### config.mk
export PLATFORM = sky130hd
export DESIGN_NAME = serial_lane_sender_flat
export DESIGN_NICKNAME = d
export VERILOG_FILES = /design/src/rtl/serial_lane_sender_pkg.sv /design/src/rtl/serial_lane_sender_if.sv /design/src/rtl/serial_lane_sender_lane_shift_reg.sv /design/src/rtl/serial_lane_sender.sv /design/src/flat_wrapper.sv
export SDC_FILE = /design/constraint.sdc
export NUM_CORES = 1
export LEC_CHECK = 0
export CAP_MARGIN = 20
export CORE_ASPECT_RATIO = 0.9
export CORE_MARGIN = 8
export CORE_UTILIZATION = 55
export DETAILED_ROUTE_END_ITERATION = 8
export HOLD_SLACK_MARGIN = 0.05
export PLACE_DENSITY = 0.81
export RECOVER_POWER = 100
export SLEW_MARGIN = 25
export SYNTH_ARGS = -nofsm -noshare
export SYNTH_HDL_FRONTEND = slang
export SYNTH_SLANG_ARGS = --single-unit
export TNS_END_PERCENT = 10
### constraint.sdc
create_clock -name clk -period 6.8 [get_ports clk]
set_input_delay 1.02 -clock clk [delete_from_list [all_inputs] [get_ports clk]]
set_output_delay 1.02 -clock clk [all_outputs]
set_load 0.01 [all_outputs]
### src/rtl/serial_lane_sender_pkg.sv
// Shared types and helpers for the multi-lane serial packet sender.
package serial_lane_sender_pkg;

  typedef enum logic [1:0] {
    IDLE,
    SEND,
    WAIT_ACK
  } sender_state_t;

  localparam logic [3:0] DEFAULT_SYNC_PATTERN = 4'b1110;

  function automatic int lane_bits(input int pkt, input int lanes);
    return pkt / lanes;
  endfunction

endpackage

### src/rtl/serial_lane_sender_if.sv
// Payload/ACK handshake and serial pin bundle between game logic, sender and GPIO.
interface serial_lane_sender_if #(
  parameter int N_LANES    = 4,
  parameter int PKT_BITS   = 64,
  parameter int SEQ_BITS   = 1,
  parameter int RETRY_BITS = 2
);

  logic                  pkt_valid;
  logic [PKT_BITS-1:0]   pkt_data;
  logic                  pkt_ready;
  logic                  ack_valid;
  logic [SEQ_BITS-1:0]   ack_seq;
  logic                  serial_h;
  logic [N_LANES-1:0]    serial_d;
  logic [SEQ_BITS-1:0]   seq_num;
  logic [RETRY_BITS-1:0] retry_cnt;
  logic                  busy;
  logic                  send_done;
  logic                  send_fail;

  modport master (
    output pkt_valid, pkt_data, ack_valid, ack_seq,
    input  pkt_ready, serial_h, serial_d, seq_num, retry_cnt, busy, send_done, send_fail
  );

  modport slave (
    input  pkt_valid, pkt_data, ack_valid, ack_seq,
    output pkt_ready, serial_h, serial_d, seq_num, retry_cnt, busy, send_done, send_fail
  );

endinterface

### src/rtl/serial_lane_sender_lane_shift_reg.sv
// One serial lane: parallel-loaded frame image shifted out MSB first, one bit per shift.
module serial_lane_sender_lane_shift_reg #(
  parameter int WIDTH = 9
) (
  input  logic             clk,
  input  logic             rst,
  input  logic             load,
  input  logic             shift,
  input  logic             clear,
  input  logic [WIDTH-1:0] load_data,
  output logic             q
);

  logic [WIDTH-1:0] frame_sr;

  // q is the registered pin level; it only moves on shift so every bit holds a full tick.
  always_ff @(posedge clk or posedge rst) begin
    if (rst) begin
      frame_sr <= '0;
      q        <= 1'b0;
    end else if (clear) begin
      frame_sr <= '0;
      q        <= 1'b0;
    end else if (load) begin
      frame_sr <= load_data;
      q        <= 1'b0;
    end else if (shift) begin
      q        <= frame_sr[WIDTH-1];
      frame_sr <= {frame_sr[WIDTH-2:0], 1'b0};
    end
  end

endmodule

### src/rtl/serial_lane_sender.sv
// Multi-lane serial packet sender: frames a buffered payload onto a header lane plus
// N_LANES data lanes and retransmits on ACK timeout until the retry limit is reached.
module serial_lane_sender
  import serial_lane_sender_pkg::*;
#(
  parameter int                   N_LANES       = 4,
  parameter int                   PKT_BITS      = 64,
  parameter int                   SEQ_BITS      = 1,
  parameter int                   SYNC_BITS     = 4,
  parameter logic [SYNC_BITS-1:0] SYNC_PATTERN  = SYNC_BITS'(DEFAULT_SYNC_PATTERN),
  parameter int                   TIMEOUT_TICKS = 1000,
  parameter int                   MAX_RETRY     = 3
) (
  input logic                 clk,
  input logic                 rst,
  input logic                 bit_tick,
  serial_lane_sender_if.slave bus
);

  localparam int LANE_BITS  = lane_bits(PKT_BITS, N_LANES);
  localparam int FRAME_BITS = SYNC_BITS + SEQ_BITS + LANE_BITS;
  localparam int CNT_BITS   = $clog2(FRAME_BITS + 1);
  localparam int TIMER_BITS = $clog2(TIMEOUT_TICKS + 1);
  localparam int RETRY_BITS = $clog2(MAX_RETRY + 1);

  sender_state_t         state, state_next;
  logic [PKT_BITS-1:0]   pkt_buf;
  logic [PKT_BITS-1:0]   payload_src;
  logic [CNT_BITS-1:0]   bit_cnt;
  logic [TIMER_BITS-1:0] timer;
  logic [RETRY_BITS-1:0] retry_cnt;
  logic [SEQ_BITS-1:0]   seq_num;
  logic                  send_done, send_fail;
  logic                  accept, load, shift, clear, resend, ack_hit, give_up;
  logic                  header_q;
  logic [N_LANES-1:0]    lane_q;

  always_ff @(posedge clk or posedge rst) begin
    if (rst) state <= IDLE;
    else     state <= state_next;
  end

  // The matching ACK is tested before the timeout, so it wins when both land in one clk.
  always_comb begin
    state_next = state;
    accept     = 1'b0;
    load       = 1'b0;
    shift      = 1'b0;
    clear      = 1'b0;
    resend     = 1'b0;
    ack_hit    = 1'b0;
    give_up    = 1'b0;
    case (state)
      IDLE: begin
        if (bus.pkt_valid) begin
          accept     = 1'b1;
          load       = 1'b1;
          state_next = SEND;
        end
      end
      SEND: begin
        if (bit_tick) begin
          if (bit_cnt == CNT_BITS'(FRAME_BITS)) begin
            clear      = 1'b1;
            state_next = WAIT_ACK;
          end else begin
            shift = 1'b1;
          end
        end
      end
      WAIT_ACK: begin
        if (bus.ack_valid && (bus.ack_seq == seq_num)) begin
          ack_hit    = 1'b1;
          state_next = IDLE;
        end else if (bit_tick && (timer == TIMER_BITS'(TIMEOUT_TICKS - 1))) begin
          if (retry_cnt < RETRY_BITS'(MAX_RETRY)) begin
            resend     = 1'b1;
            load       = 1'b1;
            state_next = SEND;
          end else begin
            give_up    = 1'b1;
            state_next = IDLE;
          end
        end
      end
      default: state_next = IDLE;
    endcase
  end

  always_ff @(posedge clk or posedge rst) begin
    if (rst) begin
      pkt_buf   <= '0;
      bit_cnt   <= '0;
      timer     <= '0;
      retry_cnt <= '0;
      seq_num   <= '0;
      send_done <= 1'b0;
      send_fail <= 1'b0;
    end else begin
      send_done <= ack_hit;
      send_fail <= give_up;
      if (accept) begin
        pkt_buf   <= bus.pkt_data;
        retry_cnt <= '0;
      end else if (resend) begin
        retry_cnt <= retry_cnt + 1'b1;
      end
      if (load)       bit_cnt <= '0;
      else if (shift) bit_cnt <= bit_cnt + 1'b1;
      if (clear)                              timer <= '0;
      else if (state == WAIT_ACK && bit_tick) timer <= timer + 1'b1;
      if (ack_hit) seq_num <= seq_num + 1'b1;
    end
  end

  // On acceptance the buffer is not yet written, so frame images come straight from the bus.
  assign payload_src = accept ? bus.pkt_data : pkt_buf;

  serial_lane_sender_lane_shift_reg #(.WIDTH(FRAME_BITS)) u_header (
    .clk       (clk),
    .rst       (rst),
    .load      (load),
    .shift     (shift),
    .clear     (clear),
    .load_data ({SYNC_PATTERN, seq_num, {LANE_BITS{1'b0}}}),
    .q         (header_q)
  );

  for (genvar i = 0; i < N_LANES; i++) begin : g_lane
    serial_lane_sender_lane_shift_reg #(.WIDTH(FRAME_BITS)) u_lane (
      .clk       (clk),
      .rst       (rst),
      .load      (load),
      .shift     (shift),
      .clear     (clear),
      .load_data ({{(SYNC_BITS + SEQ_BITS){1'b0}}, payload_src[(i+1)*LANE_BITS-1 -: LANE_BITS]}),
      .q         (lane_q[i])
    );
  end

  assign bus.pkt_ready = (state == IDLE);
  assign bus.busy      = (state != IDLE);
  assign bus.serial_h  = header_q;
  assign bus.serial_d  = lane_q;
  assign bus.seq_num   = seq_num;
  assign bus.retry_cnt = retry_cnt;
  assign bus.send_done = send_done;
  assign bus.send_fail = send_fail;

endmodule

### src/flat_wrapper.sv
// flat-port wrapper written by rule: the top's interface ports become plain ports
module serial_lane_sender_flat import serial_lane_sender_pkg::*;
#(
  parameter int                   N_LANES       = 4,
  parameter int                   PKT_BITS      = 64,
  parameter int                   SEQ_BITS      = 1,
  parameter int                   SYNC_BITS     = 4,
  parameter logic [SYNC_BITS-1:0] SYNC_PATTERN  = SYNC_BITS'(DEFAULT_SYNC_PATTERN),
  parameter int                   TIMEOUT_TICKS = 1000,
  parameter int                   MAX_RETRY     = 3
)
  (clk, rst, bit_tick, bus_pkt_valid, bus_pkt_data, bus_ack_valid, bus_ack_seq, bus_pkt_ready, bus_serial_h, bus_serial_d, bus_seq_num, bus_retry_cnt, bus_busy, bus_send_done, bus_send_fail);
  serial_lane_sender_if #(.N_LANES(N_LANES), .PKT_BITS(PKT_BITS), .SEQ_BITS(SEQ_BITS), .RETRY_BITS(2)) bus_i ();
  input logic clk;
  input logic rst;
  input logic bit_tick;
  input wire logic [$bits(bus_i.pkt_valid)-1:0] bus_pkt_valid;
  input wire logic [$bits(bus_i.pkt_data)-1:0] bus_pkt_data;
  input wire logic [$bits(bus_i.ack_valid)-1:0] bus_ack_valid;
  input wire logic [$bits(bus_i.ack_seq)-1:0] bus_ack_seq;
  output wire logic [$bits(bus_i.pkt_ready)-1:0] bus_pkt_ready;
  output wire logic [$bits(bus_i.serial_h)-1:0] bus_serial_h;
  output wire logic [$bits(bus_i.serial_d)-1:0] bus_serial_d;
  output wire logic [$bits(bus_i.seq_num)-1:0] bus_seq_num;
  output wire logic [$bits(bus_i.retry_cnt)-1:0] bus_retry_cnt;
  output wire logic [$bits(bus_i.busy)-1:0] bus_busy;
  output wire logic [$bits(bus_i.send_done)-1:0] bus_send_done;
  output wire logic [$bits(bus_i.send_fail)-1:0] bus_send_fail;
  assign bus_i.pkt_valid = bus_pkt_valid;
  assign bus_i.pkt_data = bus_pkt_data;
  assign bus_i.ack_valid = bus_ack_valid;
  assign bus_i.ack_seq = bus_ack_seq;
  assign bus_pkt_ready = bus_i.pkt_ready;
  assign bus_serial_h = bus_i.serial_h;
  assign bus_serial_d = bus_i.serial_d;
  assign bus_seq_num = bus_i.seq_num;
  assign bus_retry_cnt = bus_i.retry_cnt;
  assign bus_busy = bus_i.busy;
  assign bus_send_done = bus_i.send_done;
  assign bus_send_fail = bus_i.send_fail;
  serial_lane_sender #(.N_LANES(N_LANES), .PKT_BITS(PKT_BITS), .SEQ_BITS(SEQ_BITS), .SYNC_BITS(SYNC_BITS), .SYNC_PATTERN(SYNC_PATTERN), .TIMEOUT_TICKS(TIMEOUT_TICKS), .MAX_RETRY(MAX_RETRY)) u_core (.clk(clk), .rst(rst), .bit_tick(bit_tick), .bus(bus_i));
endmodule
==> out/results.tsv, run 1 <==
metric	value	unit
clk_lat worst skew	0.43	ns
CP endpoint kind	register	
Antenna diodes	0	
HP Class	reg2reg	
cells after synthesis	753	
count of cell types in the netlist	40	
Synth Register Bits	180	
Slew Limit Fails	137	
DIE AREA	18900	µm²
crit-path cells	dlygate4sd3_1 -> nand3b_1 -> nor2_1 -> buf_4 -> a21oi_1 -> a22o_1	
commonest non-fill, non-tap cells in the layout	dfrtp_1, a22o_1, a21oi_1	
largest net degree at the start of global routing	122	
setup tns final	0	ns
Hold Vio Cnt, Final	0	
power per cell area	393	nW/µm²
IO buf count	81	
sequential share of power	45.4	%
crit path DAT	5.21	ns
Final period util	71.9	%
Critical Path Sink	u_core.g_lane[3].u_lane.frame_sr[1]	
status	finished with violations	
initial antenna violation count	0	
Hold Startpoint	u_core.pkt_buf[35]	
final-stage net count	873	
final setup violation count	0	
fin crit period	4.89	ns
largest cells by area after synthesis	dfrtp_1, a22o_1, mux2i_1	
P_leak	4.30	nW
VDD IR-drop max	233	µV
Util after Layout	65.5	%
asr flop ratio synth	100	%
Worst Tran Pin Value	2.42	ns
vias in the first global route	6097	
Starting Density	55.7	%
GPL Wtd Cong	0.810	
Post-Synthesis Cell Area	8140	µm²
row count	42	
vias per cell	5.86	
sw power	1.20	mW
drt first pass iters	5	
FF-to-FF Start	u_core.state[1]	
combinational cell fraction of total power	28.9	%
# IOs	82	
Filler Cell Count	1101	
CP max-delay cell	nor2_1	
Die Wd	144	µm
synthesized area per cell	10.8	µm²
setup repair bufs after CTS	0	
Post-DP HPWL	10.9	mm
r2r setup slk	2.62	ns
DRT iter0 DRCs	558	
H-Tree Depth	4	
CORE AREA	14600	µm²
RSZ-0062 raised after global routing	no	
startpoint types	primary input	
TritonCTS Buffers	17	
drt total wl	17.5	mm
share of cells above drive strength 1	5.67	%
CTS root buffer	clkbuf_16	
CP peak stage delay	1.92	ns
# hold bufs at CTS	0	
crit path from	bit_tick	
Synthesis Warnings	0	
Die H	131	µm
total gr overflow	0	
area share of the largest cell type after synthesis	55.4	%
maximum clock frequency	0.204	GHz
Layout Skew	0.0104	ns
maximum buffer depth of the clock tree	2	
# DRC	0	
post-cts resize count	0	
GRT Resource Usage Total	19.4	%
antenna-violating nets left	0	
failing checks	capacitance limit, slew limit	
commonest non-fill, non-tap cell in the layout	dfrtp_1	
crit-path max FO	38	
CTS tree	yes	
R2R cell count	5	
critical path type	in2reg	
Post-synth top flop	dfrtp_1	
global-route wire length before repair	29.9	mm
Worst Path Required	7.12	ns
reg-to-reg endpoint	u_core.g_lane[3].u_lane.frame_sr[1]	
Seq/Total Area, Yosys	55.4	%
max-cap viol count	3	
Clock Power Share	25.7	%
Cell Int Power	2.56	mW
clock sink count	180	
DR vias	5921	
switching share of power	31.9	%
area grow syn2layout	17.7	%
max_slew headroom	-61.7	%
clock transition at the registers of the reported paths	0.06	ns
WL per Instance	17.4	µm
number of synthesized flops with an enable pin	0	
post-synthesis cell type with the largest combined area	dfrtp_1	
Post-Syn Nets	827	
routing by layer:
layer | global-route usage, % | vias to the layer above | wire length (µm)
met4 | 7.05 | 0 | 329
met5 | 0 | - | 0
met3 | 5.07 | 28 | 1130
met1 | 26.4 | 2933 | 7980
met2 | 29.3 | 216 | 8100
li1 | - | 2744 | -
through the flow:
step                instances  cell area [µm²]  hold slack [ns]  setup slack, ns  total power [mW]
finish                   1010             9570            0.478             1.91              3.76
global route             1010             9570            0.494             1.62              3.99
CTS                      1010             9600            0.481             3.20              3.79
detailed placement        978             9020            0.465             2.74              2.81
global placement          977             9000            0.474             2.67              2.72
floorplan                 753             8140            0.447            0.893              2.50
Yosys cell counts (5+ instances only):
cell	count
o211ai_1	60
a21oi_1	71
nand2_1	67
xnor2_1	11
inv_1	70
clkbuf_1	30
a22oi_1	6
buf_4	6
a22o_1	80
mux2i_1	62
nor3_1	6
nor2_1	22
mux2_2	8
buf_2	22
dfrtp_1	180
nand3_1	5
state kept, by name (all words and copies together) (netlist names):
name	flops
u_core.bit_cnt	5
u_core.bus.retry_cnt	2
u_core.bus.send_done	1
u_core.bus.send_fail	1
u_core.bus.seq_num	1
u_core.g_lane.u_lane.frame_sr	84
u_core.g_lane.u_lane.q	4
u_core.pkt_buf	64
u_core.state	2
u_core.timer	10
u_core.u_header.frame_sr	5
u_core.u_header.q	1
power by group through the flow:
stage,logic [mW],registers (mW),clock network (mW)
6_report,1.09,1.71,0.966
5_1_grt,1.22,1.75,1.02
4_1_cts,1.10,1.71,0.977
3_5_place_dp,1.10,1.71,0
3_3_place_gp,1.02,1.70,0
2_1_floorplan,0.847,1.65,0
final cells by class:
type / instances / area (µm²) / share of cell area (%)
clock inverters: 12 / 129 / 1.35
repair buffers: 88 / 856 / 8.94
multi-input cells: 442 / 3120 / 32.6
inverters: 70 / 270 / 2.82
flip-flops and latches: 180 / 4500 / 47.0
well taps: 198 / 248 / 2.59
clock buffers: 20 / 447 / 4.67
critical path: cells and delay by family:
family | cells | cell delay [ns]
AOI/OAI and AO/OA | 2 | 0.32
buffers and inverters | 2 | 1.26
and+or+nand+nor | 2 | 2.55
worst min-delay path by stage:
stage               cells past startpoint                              endpoint
floorplan                               2                    u_core.pkt_buf[10]
global placement                        1  u_core.g_lane[0].u_lane.frame_sr[20]
detailed placement                      2                    u_core.pkt_buf[35]
CTS                                     2                    u_core.pkt_buf[35]
global route                            2                    u_core.pkt_buf[35]
finish                                  2                    u_core.pkt_buf[35]
logic make-up (layout without fill, tap and decap cells):
kind of cell	Yosys count	after routing	share of synthesized area, %
fa+ha+maj	4	4	0.615
compound gates	227	227	19.9
simple gates	126	126	7.04
xor+xnor	15	15	1.61
mux	70	70	8.73
buf+inv	131	190	6.77
flops	180	180	55.4
Power figures use the tool's default switching activity.
==> inputs of run 2 (changes only) <==
--- a/config.mk
+++ b/config.mk
@@ -8,10 +8,10 @@
 export CAP_MARGIN = 20
 export CORE_ASPECT_RATIO = 0.9
 export CORE_MARGIN = 8
-export CORE_UTILIZATION = 55
+export CORE_UTILIZATION = 51
 export DETAILED_ROUTE_END_ITERATION = 8
 export HOLD_SLACK_MARGIN = 0.05
-export PLACE_DENSITY = 0.81
+export PLACE_DENSITY = 0.8
 export RECOVER_POWER = 100
 export SLEW_MARGIN = 25
 export SYNTH_ARGS = -nofsm -noshare
==> constraint.sdc (replaced) <==
create_clock -name clk -period 4.26 [get_ports clk]
set_input_delay 0.639 -clock clk [delete_from_list [all_inputs] [get_ports clk]]
set_output_delay 0.639 -clock clk [all_outputs]
set_load 0.01 [all_outputs]
==> run 2 against run 1 <==
Net effect:
- the flow still finishes with violations (capacitance limit, slew limit)
- sequential power up 59%
- setup slack worse by 1.1 ns
- combinational power grew 59%
- non-clock buffer count is 4 higher
- sequential share of layout area fell by 0.46 points
- utilization fell by 3.1 points
==> out/results.tsv, run 2 (synthesized netlist as in run 1, its figures left out) <==
metric	value	unit	change
Hold Startpoint	u_core.pkt_buf[28]		
fin crit period	3.44	ns	
Worst Path Required	4.57	ns	-2.55 ns
failing checks	capacitance limit, slew limit		
startpoint types	primary input		
Util after Layout	62.4	%	-3.1 points
IO buf count	81		unchanged
WHS	0.483	ns	+0.00488 ns
status	finished with violations		
commonest non-fill, non-tap cells in the layout	dfrtp_1, a22o_1, a21oi_1		
critical path type	in2reg		
GRT Resource Usage Total	18.2	%	-1.2 points
Final period util	80.8	%	
power per cell area	631	nW/µm²	+60%
number of flip-flops in the largest register	84		unchanged
max_slew headroom	-2.53	%	+59 points
Post-DP HPWL	11.0	mm	+0.96%
crit-path cells	dlygate4sd3_1 -> nand2b_1 -> or4_4 -> o21ai_1 -> mux2_2		
setup tns final	0	ns	unchanged
vias in the first global route	6039		-0.95%
CP endpoint kind	register		
RSZ-0062 raised after global routing	no		
# IOs	82		unchanged
setup repair bufs after CTS	0		unchanged
clock transition at the registers of the reported paths	0.07	ns	about the same
share of cells above drive strength 1	6.62	%	+0.95 points
Die H	136	µm	+3.4%
antenna-violating nets left	0		unchanged
crit-path max FO	65		+71%
crit path DAT	3.75	ns	-1.46 ns
Worst Tran Pin Value	1.54	ns	-0.887 ns
HP Class	reg2reg		
final-stage net count	877		+0.46%
P_leak	4.34	nW	+0.88%
Slew Limit Fails	65		-53%
drt first pass iters	4		-1
maximum clock frequency	0.291	GHz	
clk_lat worst skew	0.43	ns	about the same
CP peak stage delay	1.08	ns	-0.84 ns
Largest Register	u_core.g_lane.u_lane.frame_sr		
largest registers	u_core.g_lane.u_lane.frame_sr: 84 flops, u_core.pkt_buf: 64 flops, u_core.timer: 10 flops		
# DRC	0		unchanged
post-cts resize count	0		unchanged
global-route wire length before repair	30.2	mm	+0.85%
CTS root buffer	clkbuf_16		
initial antenna violation count	0		unchanged
Die Wd	149	µm	+3.4%
GPL Wtd Cong	0.754		-7.0%
FF-to-FF Start	u_core.timer[5]		
clock sink count	180		unchanged
CP max-delay cell	o21ai_1		
DIE AREA	20300	µm²	+6.9%
CORE AREA	15500	µm²	+6.1%
Hold Path Depth	2		unchanged
VDD IR-drop max	385	µV	+65%
row count	43		+2.4%
Starting Density	52.5	%	-3.2 points
final setup violation count	0		unchanged
DRT iter0 DRCs	455		-18%
R2R cell count	4		-1
DR vias	5856		-1.1%
WL per Instance	17.3	µm	-0.36%
crit path from	bit_tick		
drt total wl	17.6	mm	+0.43%
largest net degree at the start of global routing	90		-26%
vias per cell	5.75		-1.9%
maximum buffer depth of the clock tree	2		unchanged
area grow syn2layout	18.8	%	
Layout Skew	0.00643	ns	-0.00402 ns
TritonCTS Buffers	17		unchanged
H-Tree Depth	4		unchanged
# hold bufs at CTS	0		unchanged
max-cap viol count	1		-2
Antenna diodes	0		unchanged
commonest non-fill, non-tap cell in the layout	dfrtp_1		
Hold Vio Cnt, Final	0		unchanged
total gr overflow	0		unchanged
CTS tree	yes		
-- run 2: where the power goes --
part | switching (mW) | leakage (nW) | internal, mW | total (mW)
logic | 0.906 | 1.74 | 0.822 | 1.73
clock network | 0.656 | 0.300 | 0.997 | 1.65
registers | 0.324 | 2.30 | 2.39 | 2.72
total | 1.88 | 4.34 | 4.21 | 6.10
-- run 2: through the flow --
stage / std cells / cell area [µm²] / power, mW / setup slack, ns
2_1_floorplan: 753 / 8140 / 3.99 / 1.31
3_3_place_gp: 986 / 9090 / 4.37 / 0.887
3_5_place_dp: 986 / 9090 / 4.48 / 0.826
4_1_cts: 1018 / 9710 / 6.17 / 1.27
5_1_grt: 1018 / 9670 / 6.50 / 0.652
6_report: 1018 / 9670 / 6.10 / 0.818
-- run 2: routing by layer --
layer	vias to the layer above	GRT usage (%)	share of wire, %
met4	0	4.87	0.79
met3	12	4.52	5.5
met2	149	28.3	48
met1	2940	25.1	46
li1	2755	-	-
met5	-	0	0
-- run 2: area by class of cell --
cell class / count / area (µm²)
clock buffers: 19 / 443
clock inverters: 13 / 180
fillers: 1261 / 5830
inverters: 70 / 264
multi-input cells: 442 / 3100
flip-flops and latches: 180 / 4500
well taps: 202 / 253
repair buffers: 92 / 922
-- run 2: final timing paths --
path | to | slack, ns
worst max-delay path | u_core.g_lane[2].u_lane.frame_sr[0] | 0.82
worst min-delay path | u_core.pkt_buf[28] | 0.48
worst max register to register | u_core.g_lane[2].u_lane.frame_sr[0] | 1.11
worst min register to register | u_core.pkt_buf[28] | 0.48
max in group asynchronous | u_core.g_lane[1].u_lane.frame_sr[19] | 1.26
min in group asynchronous | u_core.pkt_buf[7] | 0.94
-- run 2: worst max-delay path: cells and delay by family --
| family | cells | cell delay (ns) |
|---|---|---|
| multiplexers | 1 | 0.43 |
| AND/OR/NAND/NOR | 2 | 0.93 |
| AO/OA/AOI/OAI | 1 | 1.08 |
| buffers and inverters | 1 | 0.63 |
